[config.mk]
export PLATFORM = sky130hd
export DESIGN_NAME = avg_share_arb
export DESIGN_NICKNAME = d
export VERILOG_FILES = /design/src/rtl/avg_pkg.sv /design/src/rtl/avg_tag_fifo.sv /design/src/rtl/avg_share_arb.sv
export SDC_FILE = /design/constraint.sdc
export NUM_CORES = 1
export LEC_CHECK = 0
export ABC_AREA = 0
export ABC_CLOCK_PERIOD_IN_PS = 2400
export CAP_MARGIN = 0
export CORE_AREA = 5 5 263 265
export CTS_CLUSTER_DIAMETER = 40
export CTS_CLUSTER_SIZE = 40
export DETAILED_ROUTE_END_ITERATION = 10
export DIE_AREA = 0 0 268 270
export SETUP_SLACK_MARGIN = 0.1
export SLEW_MARGIN = 10
export SYNTH_ARGS = -nofsm -noshare
export SYNTH_HDL_FRONTEND = slang
export SYNTH_SLANG_ARGS = --single-unit
export TNS_END_PERCENT = 10
[constraint.sdc]
create_clock -name clk -period 2.4 [get_ports clk]
set_input_delay 0.48 -clock clk [delete_from_list [all_inputs] [get_ports clk]]
set_output_delay 0.48 -clock clk [all_outputs]
set_load 0.01 [all_outputs]
[src/rtl/avg_pkg.sv]
// ----------------------------------------------------------------------------
// avg_pkg
// Shared sizing helpers for the averaging datapath blocks.
//   id_width(n)      : bits needed to name one of n requesters (min 1)
//   cnt_width(depth) : bits for an occupancy count that can reach depth itself
// ----------------------------------------------------------------------------
package avg_pkg;

    localparam int unsigned AVG_DEF_NUM_REQ   = 4;
    localparam int unsigned AVG_DEF_TAG_DEPTH = 8;

    function automatic int unsigned id_width(input int unsigned n);
        return (n > 1) ? $clog2(n) : 1;
    endfunction

    function automatic int unsigned cnt_width(input int unsigned depth);
        return $clog2(depth) + 1;
    endfunction

endpackage

[src/rtl/avg_tag_fifo.sv]
// ----------------------------------------------------------------------------
// avg_tag_fifo
// Synchronous show-ahead FIFO holding the owner index of each in-flight
// averaging operation.
//   clk, rst   : clock, synchronous active-high reset (empties the FIFO)
//   push       : write push_data (ignored when full)
//   push_data  : tag to store
//   pop        : drop the head entry (ignored when empty)
//   pop_data   : current head entry
//   count      : occupancy, 0..DEPTH
// ----------------------------------------------------------------------------
module avg_tag_fifo
    import avg_pkg::*;
#(
    parameter int unsigned WIDTH = 2,
    parameter int unsigned DEPTH = 8
) (
    input  logic                        clk,
    input  logic                        rst,
    input  logic                        push,
    input  logic [WIDTH-1:0]            push_data,
    input  logic                        pop,
    output logic [WIDTH-1:0]            pop_data,
    output logic [cnt_width(DEPTH)-1:0] count
);

    localparam int unsigned PW = $clog2(DEPTH);
    localparam int unsigned CW = cnt_width(DEPTH);

    logic [WIDTH-1:0] mem_q [DEPTH];
    logic [PW-1:0]    wr_ptr_q, wr_ptr_d;
    logic [PW-1:0]    rd_ptr_q, rd_ptr_d;
    logic [CW-1:0]    count_q, count_d;
    logic             push_ok, pop_ok;

    always_comb begin
        push_ok  = push && (count_q != CW'(DEPTH));
        pop_ok   = pop && (count_q != '0);
        wr_ptr_d = wr_ptr_q;
        rd_ptr_d = rd_ptr_q;
        // Pointers wrap naturally: DEPTH is a power of two.
        if (push_ok) wr_ptr_d = wr_ptr_q + PW'(1);
        if (pop_ok)  rd_ptr_d = rd_ptr_q + PW'(1);
        count_d = count_q + CW'(push_ok) - CW'(pop_ok);
    end

    always_ff @(posedge clk) begin
        if (rst) begin
            wr_ptr_q <= '0;
            rd_ptr_q <= '0;
            count_q  <= '0;
        end else begin
            wr_ptr_q <= wr_ptr_d;
            rd_ptr_q <= rd_ptr_d;
            count_q  <= count_d;
        end
    end

    always_ff @(posedge clk) begin
        if (push_ok) mem_q[wr_ptr_q] <= push_data;
    end

    assign pop_data = mem_q[rd_ptr_q];
    assign count    = count_q;

endmodule

[src/rtl/avg_share_arb.sv]
// ----------------------------------------------------------------------------
// avg_share_arb
// Round-robin arbiter sharing one pipelined averager among NUM_REQ requesters.
// Each issue records the winner in a tag FIFO; in-order results are routed
// back to the owner named by the FIFO head.
//   clk, rst       : clock, synchronous active-high reset
//   i_req          : per-requester request, held until its grant is seen
//   i_dat_vectors  : requester r's vector at [r*NUM_INPUTS*DWIDTH +: ...]
//   o_gnt          : one-hot one-cycle grant
//   o_dat_vector   : vector issued to the averager
//   o_dat_valid    : issue strobe to the averager
//   i_avg          : averager result
//   i_avg_valid    : averager result strobe (issue order, any latency)
//   o_avg          : routed result
//   o_avg_valid    : one-hot result strobe, bit = owner
//   o_avg_id       : owner index, valid with o_avg_valid
//   o_busy         : any operation in flight
//   o_err          : sticky, result arrived with nothing in flight
// ----------------------------------------------------------------------------
module avg_share_arb
    import avg_pkg::*;
#(
    parameter int unsigned NUM_REQ    = AVG_DEF_NUM_REQ,
    parameter int unsigned NUM_INPUTS = 16,
    parameter int unsigned DWIDTH     = 8,
    parameter int unsigned TAG_DEPTH  = AVG_DEF_TAG_DEPTH
) (
    input  logic                                  clk,
    input  logic                                  rst,
    input  logic [NUM_REQ-1:0]                    i_req,
    input  logic [NUM_REQ*NUM_INPUTS*DWIDTH-1:0]  i_dat_vectors,
    output logic [NUM_REQ-1:0]                    o_gnt,
    output logic [NUM_INPUTS*DWIDTH-1:0]          o_dat_vector,
    output logic                                  o_dat_valid,
    input  logic [DWIDTH-1:0]                     i_avg,
    input  logic                                  i_avg_valid,
    output logic [DWIDTH-1:0]                     o_avg,
    output logic [NUM_REQ-1:0]                    o_avg_valid,
    output logic [id_width(NUM_REQ)-1:0]          o_avg_id,
    output logic                                  o_busy,
    output logic                                  o_err
);

    localparam int unsigned IDW = id_width(NUM_REQ);
    localparam int unsigned CW  = cnt_width(TAG_DEPTH);
    localparam int unsigned VW  = NUM_INPUTS * DWIDTH;

    logic [NUM_REQ-1:0] gnt_q, gnt_d;
    logic [VW-1:0]      dat_vector_q, dat_vector_d;
    logic               dat_valid_q, dat_valid_d;
    logic [DWIDTH-1:0]  avg_q, avg_d;
    logic [NUM_REQ-1:0] avg_valid_q, avg_valid_d;
    logic [IDW-1:0]     avg_id_q, avg_id_d;
    logic               busy_q, busy_d;
    logic               err_q, err_d;
    logic [IDW-1:0]     last_q, last_d;

    logic [NUM_REQ-1:0] eligible;
    logic [IDW-1:0]     winner;
    logic               found;
    int unsigned        idx;
    logic               issue, pop, full;
    logic [IDW-1:0]     tag;
    logic [CW-1:0]      count, count_next;

    avg_tag_fifo #(
        .WIDTH (IDW),
        .DEPTH (TAG_DEPTH)
    ) u_tag_fifo (
        .clk       (clk),
        .rst       (rst),
        .push      (issue),
        .push_data (winner),
        .pop       (pop),
        .pop_data  (tag),
        .count     (count)
    );

    // Round-robin search starting just after the last winner. A requester
    // whose grant is on the outputs right now is masked so it cannot be
    // granted twice before it has had a chance to drop its request.
    always_comb begin
        eligible = i_req & ~gnt_q;
        found    = 1'b0;
        winner   = last_q;
        idx      = 0;
        for (int unsigned i = 1; i <= NUM_REQ; i++) begin
            idx = (32'(last_q) + i) % NUM_REQ;
            if (!found && eligible[IDW'(idx)]) begin
                found  = 1'b1;
                winner = IDW'(idx);
            end
        end
    end

    // Full blocks issue on the current count, even if a result pops now.
    assign full  = (count == CW'(TAG_DEPTH));
    assign issue = found && !full;
    assign pop   = i_avg_valid && (count != '0);

    always_comb begin
        gnt_d        = '0;
        dat_valid_d  = issue;
        dat_vector_d = dat_vector_q;
        last_d       = last_q;
        if (issue) begin
            gnt_d[winner] = 1'b1;
            dat_vector_d  = i_dat_vectors[VW * 32'(winner) +: VW];
            last_d        = winner;
        end

        avg_valid_d = '0;
        avg_d       = avg_q;
        avg_id_d    = avg_id_q;
        if (pop) begin
            avg_valid_d[tag] = 1'b1;
            avg_d            = i_avg;
            avg_id_d         = tag;
        end

        count_next = count + CW'(issue) - CW'(pop);
        busy_d     = (count_next != '0);
        err_d      = err_q | (i_avg_valid & (count == '0));
    end

    always_ff @(posedge clk) begin
        if (rst) begin
            gnt_q        <= '0;
            dat_vector_q <= '0;
            dat_valid_q  <= 1'b0;
            avg_q        <= '0;
            avg_valid_q  <= '0;
            avg_id_q     <= '0;
            busy_q       <= 1'b0;
            err_q        <= 1'b0;
            last_q       <= IDW'(NUM_REQ - 1);
        end else begin
            gnt_q        <= gnt_d;
            dat_vector_q <= dat_vector_d;
            dat_valid_q  <= dat_valid_d;
            avg_q        <= avg_d;
            avg_valid_q  <= avg_valid_d;
            avg_id_q     <= avg_id_d;
            busy_q       <= busy_d;
            err_q        <= err_d;
            last_q       <= last_d;
        end
    end

    assign o_gnt        = gnt_q;
    assign o_dat_vector = dat_vector_q;
    assign o_dat_valid  = dat_valid_q;
    assign o_avg        = avg_q;
    assign o_avg_valid  = avg_valid_q;
    assign o_avg_id     = avg_id_q;
    assign o_busy       = busy_q;
    assign o_err        = err_q;

endmodule

==> metrics.txt <==
# TYPE chip_impl_metric gauge
chip_impl_metric{name="synth.top_cell.area_share",unit=""} 0.291
chip_impl_info{name="netlist.top_cell.by_area",value="sky130_fd_sc_hd__dfxtp_1"} 1
chip_impl_metric{name="start_util",unit=""} 0.170
chip_impl_metric{name="vias",unit=""} 14300
chip_impl_metric{name="detail_route.drc_violations",unit=""} 0
chip_impl_metric{name="cts-htree-levels",unit=""} 4
chip_impl_metric{name="share_of_final_layout_standard_cells_stronger_than_drive_strength_1",unit=""} 0.109
chip_impl_metric{name="synth_area_per_cell",unit="um^2"} 8.10
chip_impl_info{name="synth-main-ff-cell",value="sky130_fd_sc_hd__dfxtp_1"} 1
chip_impl_metric{name="timing.final.ws_setup",unit="ns"} 0.0788
chip_impl_metric{name="finalHoldViolations",unit=""} 0
chip_impl_metric{name="critPathRequiredTime",unit="ns"} 2.77
chip_impl_info{name="worstSetupEndpointType",value="flop"} 1
chip_impl_metric{name="cts_buffer_count",unit=""} 17
chip_impl_metric{name="crit_path_dat",unit="ns"} 2.69
chip_impl_metric{name="number_of_clock_sinks",unit=""} 180
chip_impl_metric{name="fin_cells",unit=""} 2957
chip_impl_metric{name="fp.coreArea",unit="um^2"} 66600
chip_impl_metric{name="total_negative_setup_slacks",unit="ns"} 0
chip_impl_metric{name="setup_viol",unit=""} 0
chip_impl_metric{name="synth_cells",unit=""} 1395
chip_impl_info{name="worst_hold_path_type",value="flop to flop"} 1
chip_impl_metric{name="leakagePower",unit="nW"} 7.93
chip_impl_metric{name="synth-warning-count",unit=""} 0
chip_impl_metric{name="grt_first_pass_wirelength",unit="um"} 93700
chip_impl_metric{name="io_pins",unit=""} 676
chip_impl_metric{name="avgViaCountPerCell",unit=""} 4.83
chip_impl_metric{name="fp.dieW",unit="um"} 268
chip_impl_metric{name="gp_congestion",unit=""} 0.942
chip_impl_metric{name="post_synth_instance_area",unit="um^2"} 11300
chip_impl_metric{name="antenna_left",unit=""} 0
chip_impl_metric{name="dpl.cell_count",unit=""} 2924
chip_impl_metric{name="post_drt_wl_per_cell",unit="um"} 21.8
chip_impl_metric{name="synth-edff-count",unit=""} 16
chip_impl_metric{name="grt_residual_overflow",unit=""} 0
chip_impl_metric{name="yosysSeqAreaShare",unit=""} 0.333
chip_impl_info{name="tritoncts",value="done"} 1
chip_impl_info{name="layout_common_cells",value="sky130_fd_sc_hd__clkdlybuf4s50_1, sky130_fd_sc_hd__a211oi_1, sky130_fd_sc_hd__dfxtp_1"} 1
chip_impl_info{name="ctsRootBufferMaster",value="sky130_fd_sc_hd__clkbuf_16"} 1
chip_impl_metric{name="synthToLayoutAreaGrowth",unit="%"} 83.6
chip_impl_metric{name="routed_wl",unit="um"} 64400
chip_impl_metric{name="irDropWorstVdd",unit="mV"} 0.573
chip_impl_info{name="crit_type",value="primary input to flop"} 1
chip_impl_metric{name="drt-initial-drc-count",unit=""} 980
chip_impl_metric{name="layout_worst_path_cycle_share",unit=""} 0.967
chip_impl_metric{name="floorplan.die_area",unit="um^2"} 72400
chip_impl_metric{name="fmax",unit="GHz"} 0.431
chip_impl_metric{name="post_synth_num_cell_types",unit=""} 42
chip_impl_metric{name="maxSlewViolCount",unit=""} 0
chip_impl_metric{name="drv_cap",unit=""} 0
chip_impl_metric{name="clock_latency",unit="ns"} 0.49
chip_impl_metric{name="die_h",unit="um"} 270
chip_impl_info{name="final_common_cell",value="sky130_fd_sc_hd__clkdlybuf4s50_1"} 1
chip_impl_metric{name="diodes",unit=""} 0
chip_impl_metric{name="synth_fp_nets",unit=""} 1935
chip_impl_metric{name="portBuffers",unit=""} 675
chip_impl_metric{name="ys_async_sr_fraction",unit=""} 0
chip_impl_info{name="worstSetupStartpointType",value="primary input"} 1
chip_impl_metric{name="final_util",unit=""} 0.312
chip_impl_metric{name="grt_pass1_vias",unit=""} 14900
chip_impl_metric{name="drt_pass1_iterations",unit=""} 5
chip_impl_metric{name="timing_worst_slew_pin_value",unit="ns"} 0.632
chip_impl_metric{name="clock-skew-final",unit="ns"} 0.0167
chip_impl_metric{name="dp.final_hpwl",unit="um"} 49900
chip_impl_metric{name="powerDensity",unit="nW/um^2"} 1140
chip_impl_metric{name="synth.ff_latch_count",unit=""} 180
chip_impl_metric{name="slew-limit-headroom",unit=""} 0.579
chip_impl_metric{name="nets",unit=""} 2611
chip_impl_metric{name="preCtsSetupSlack",unit="ns"} -0.387
chip_impl_metric{name="worst-path-max-fanout",unit=""} 28
chip_impl_metric{name="clock_tree.buffer_depth",unit=""} 2
chip_impl_info{name="rsz0062_at_grt",value="yes"} 1
chip_impl_metric{name="rows",unit=""} 95
chip_impl_info{name="outcome",value="completed"} 1
chip_impl_metric{name="period_needed",unit="ns"} 2.32
chip_impl_metric{name="pin_count_of_the_biggest_net_entering_global_routing",unit=""} 72
chip_impl_metric{name="global_route_total_usage_across_every_layer",unit=""} 0.168
chip_impl_metric{name="cts.reportedPaths.clkPinSlew",unit="ns"} 0.09
chip_impl_metric{name="antenna_violations_before_repair",unit=""} 1
chip_impl_info{name="synth_area_leaders",value="sky130_fd_sc_hd__dfxtp_1, sky130_fd_sc_hd__a211oi_1, sky130_fd_sc_hd__a221oi_1"} 1
logic make-up (layout without fill, tap and decap cells):
| kind of cell | count (synthesis) | count (layout) | share of synthesized area |
|---|---|---|---|
| AO/OA/AOI/OAI | 539 | 539 | 0.377 |
| AND/OR/NAND/NOR | 327 | 327 | 0.143 |
| buffers and inverters | 320 | 1009 | 0.112 |
| flip-flops | 180 | 180 | 0.333 |
| adder cells (fa/ha/maj) | 13 | 13 | 0.0157 |
| XOR/XNOR | 8 | 8 | 0.00620 |
| multiplexers | 8 | 8 | 0.0126 |
state kept, by name (all words and copies together), names as in the netlist, named ones only:
signal	flops
o_dat_vector	128
u_tag_fifo.mem_q	16
o_avg	8
o_avg_valid	4
o_gnt	4
u_tag_fifo.count	4
u_tag_fifo.rd_ptr_q	3
u_tag_fifo.wr_ptr_q	3
last_q	2
o_avg_id	2
o_busy	1
o_dat_valid	1
o_err	1
power breakdown:
part	internal [mW]	total (mW)	switching (mW)
registers	4.19	4.85	0.661
clock network	1.45	3.11	1.66
logic	7.28	15.7	8.39
total	12.9	23.6	10.7
per-layer routing:
layer,vias up,GRT usage,part of all wire
li1,6655,-,-
met1,6817,0.195,0.39
met2,691,0.296,0.50
met3,114,0.0412,0.078
met4,2,0.0646,0.032
met5,-,0,0.00020
through the flow:
step / instance area, um^2 / power, mW / hold slack, ns
after detailed placement: 20100 / 20.6 / 0.439
after global routing: 20700 / 25.1 / 0.477
after global placement: 20100 / 20.3 / 0.434
final: 20700 / 23.6 / 0.456
after CTS: 20700 / 23.8 / 0.458
after floorplan: 11300 / 12.5 / 0.454
layout make-up:
class / instances / area (um^2)
Tap cell: 873 / 1090
Clock buffer: 17 / 425
Multi-Input combinational cell: 895 / 6370
Fill cell: 6936 / 45800
Timing Repair Buffer: 833 / 8320
Inverter: 144 / 556
Clock inverter: 15 / 214
Sequential cell: 180 / 3770
synth_stat cells, types with 6 or more instances:
master                     number
sky130_fd_sc_hd__a221oi_1     120
sky130_fd_sc_hd__ha_1          11
sky130_fd_sc_hd__nand2_1      153
sky130_fd_sc_hd__buf_2         52
sky130_fd_sc_hd__a221oi_2       8
sky130_fd_sc_hd__and3_1       128
sky130_fd_sc_hd__nor3b_1        6
sky130_fd_sc_hd__a21oi_1       12
sky130_fd_sc_hd__a211oi_1     258
sky130_fd_sc_hd__dfxtp_1      164
sky130_fd_sc_hd__nor2_1        23
sky130_fd_sc_hd__nand2b_1       6
sky130_fd_sc_hd__inv_1        142
sky130_fd_sc_hd__edfxtp_1      16
sky130_fd_sc_hd__clkbuf_1     115
sky130_fd_sc_hd__o31ai_1      128
sky130_fd_sc_hd__buf_1          8
path summary, 6_finish.rpt:
path	startpoint	endpoint	slack (ns)	depth (start not counted)
hold / removal	o_dat_vector[84]	o_dat_vector[84]	0.46	2
hold reg to reg	o_dat_vector[84]	o_dat_vector[84]	0.46	2
setup reg to reg	last_q[0]	o_dat_vector[26]	0.11	8
setup / recovery	i_req[3]	o_dat_vector[55]	0.08	9
worst max-delay path, cell delays in order:
cell	delay (ns)
sky130_fd_sc_hd__clkdlybuf4s50_1	0.56
sky130_fd_sc_hd__nand2b_1	0.16
sky130_fd_sc_hd__buf_4	0.18
sky130_fd_sc_hd__a2bb2oi_1	0.25
sky130_fd_sc_hd__mux2i_4	0.15
sky130_fd_sc_hd__buf_12	0.22
sky130_fd_sc_hd__buf_4	0.19
sky130_fd_sc_hd__a211oi_1	0.35
sky130_fd_sc_hd__o31ai_1	0.13
repair_timing:
item                                    4_1_cts  5_1_grt
buffers inserted                              0        1
hold buffers                                  0        0
endpoints found under the setup margin        0       30
resized for setup                             0        6
No activity file was read; power rests on OpenSTA's default activity.
==> variant: new RTL, same flow settings <==
Reset style: asynchronous (`rst`), changed in 2 clocked blocks. Comments in the files are not updated.
--- a/src/rtl/avg_tag_fifo.sv
+++ b/src/rtl/avg_tag_fifo.sv
@@ -44,7 +44,7 @@
         count_d = count_q + CW'(push_ok) - CW'(pop_ok);
     end
 
-    always_ff @(posedge clk) begin
+    always_ff @(posedge clk or posedge rst) begin
         if (rst) begin
             wr_ptr_q <= '0;
             rd_ptr_q <= '0;
--- a/src/rtl/avg_share_arb.sv
+++ b/src/rtl/avg_share_arb.sv
@@ -123,7 +123,7 @@
         err_d      = err_q | (i_avg_valid & (count == '0));
     end
 
-    always_ff @(posedge clk) begin
+    always_ff @(posedge clk or posedge rst) begin
         if (rst) begin
             gnt_q        <= '0;
             dat_vector_q <= '0;
Formal check against the unedited RTL: differs if rst is asserted again (counterexample within 4 cycles, from zero or initial values and one cycle with rst high); with rst held inactive, the same outputs for 4 cycles.
==> variant against the unedited design <==
- synthesized area is 11% lower
- final area decreased by 7.3%
- sequential cell count is 3 lower
- routed wire length down 20%
- setup slack better by 130 ps
- final cell count is 11% lower
- power fell by 1.6%
- clock skew up 0.82 ps
- critical path type is now reg -> reg
- critical endpoint is now o_busy
- highest routed layer is now met4
==> variant: results (changes against the unedited design) <==
Final layout
The total number of nets in the final design is 2283 (-13%). The count of placed standard cells in the final layout, fillers left out was 2630 (-11%). The number of filler instances in the final layout was 6875 (-0.88%). The share of final-layout standard cells stronger than drive strength 1 is 9.74% (-1.2 points). The flip-flop count of the largest register after layout is 128 (unchanged).

Yosys
The distinct cell type count of the synthesized netlist is 44 (+4.8%). For this run, the leading register cell type out of synthesis is sky130_fd_sc_hd__dfrtp_1. The number of nets in the synthesized netlist is 1576 (-19%).

The fraction of the mapped netlist area in compound gates was 12.7% (-25 points). The adder-cell share of the synthesized area came to 1.76% (+0.19 points). The share of synthesized registers carrying an async set or reset came to 91.0% (+91 points).

By area the synthesized netlist is led by sky130_fd_sc_hd__dfrtp_1 39%, sky130_fd_sc_hd__mux2i_1 13%, sky130_fd_sc_hd__nand3_1 13%, sky130_fd_sc_hd__o2111ai_1 11%, sky130_fd_sc_hd__nand2_1 5.2%. By count the netlist is led by 258 x sky130_fd_sc_hd__nand3_1, 159 x sky130_fd_sc_hd__dfrtp_1, 140 x sky130_fd_sc_hd__nand2_1. The xor/xnor share of the synthesized area is 0.695% (+0.074 points). By area, the combinational part of the netlist is dominated by simple AND/OR/NAND/NOR gates.

The synthesized netlist cell count is 1036 (-26%). The mux contribution to synthesized area is 14.8% (+14 points).

STA
The measured slew at the worst slew-check pin is 618 ps (-13.8 ps). The highest clock rate is 456 MHz (+5.8%). The worst hold slack across all endpoints was 339 ps (-117 ps).

The largest clock skew in the final design is 17.5 ps (+0.824 ps).

Global route
The maximum number of pins on one net before global-route repair is 68 (-5.6%). The overall global routing resource usage is 13.6% (-3.2 points). The first-pass GRT wire length came to 76200 um (-19%). The via count of the first global-routing pass is 12500 (-16%).

Worst setup path
The arrival time of the worst setup path is 2530 ps (-160 ps). The maximum single-stage delay on the critical path is 470 ps (-90 ps). The flop-to-flop setup slack is 210 ps (+100 ps). The worst register-to-register path begins at u_tag_fifo.count[1]. Tracing the worst setup path back leads to its startpoint at u_tag_fifo.count[1]. The timing endpoint of the critical path is o_busy.

The category of the critical setup timing path is reg -> reg. The worst-case reg-to-reg path depth is 9 (+1). The biggest fanout along the worst timing path is 5 (-82%). The cell family contributing the most delay on the critical path is adder cells.

Drt
The routed length per placed instance is 19.6 um (-9.9%). The number of vias per cell was 4.35 (-9.9%). The violation count after the first detailed-route iteration came to 622 (-37%).

Place
The placed wire-length estimate after detailed placement is 41900 um (-16%). The count of placed standard cells including taps is 2597 (-11%). The setup slack after placement was -160 ps (+227 ps). The weighted congestion at the end of routability-driven global placement is 0.916 (-2.8%).

Min path
The tightest min-delay check is of the in -> async type.

Pwr
The maximum ir drop on the vdd rail is 0.538 mV (-6.1%). The leakage power of the design came to 0.00755 uW (-4.8%).

Clocking
The worst-case clock buffer depth was 2 (unchanged).

Status
The run finished with clean final reports.
variant: power groups by stage:
stage	Clock (uW)	Combinational (uW)	Sequential, uW
after global placement	0	14700	5460
after CTS	3210	14900	5490
after global routing	3310	16000	5670
after floorplan	0	7000	5880
final	3060	14700	5470
after detailed placement	0	14900	5520
variant: cell type report:
class / instances / area (sq um) / area share [%]
multi-input combinational: 740 / 5030 / 26.2
antenna: 1 / 2.50 / 0.0130
inverter: 17 / 70.1 / 0.365
sequential: 177 / 4510 / 23.5
clock buffer: 17 / 425 / 2.21
tap: 873 / 1090 / 5.68
timing repair buffer: 790 / 7870 / 40.9
clock inverter: 15 / 216 / 1.13
variant: per-layer routing:
layer	up-vias	track usage, %	routed length, um
li1	5315	-	-
met1	5574	15.3	19600
met2	503	24.1	26100
met3	46	4.93	4920
met4	0	3.90	1010
met5	-	0	0
variant: what timing repair did:
item	CTS	global route
endpoints found under the hold margin	0	0
gates resized for setup	0	1
buffers inserted	0	0
endpoints found under the setup margin	0	12
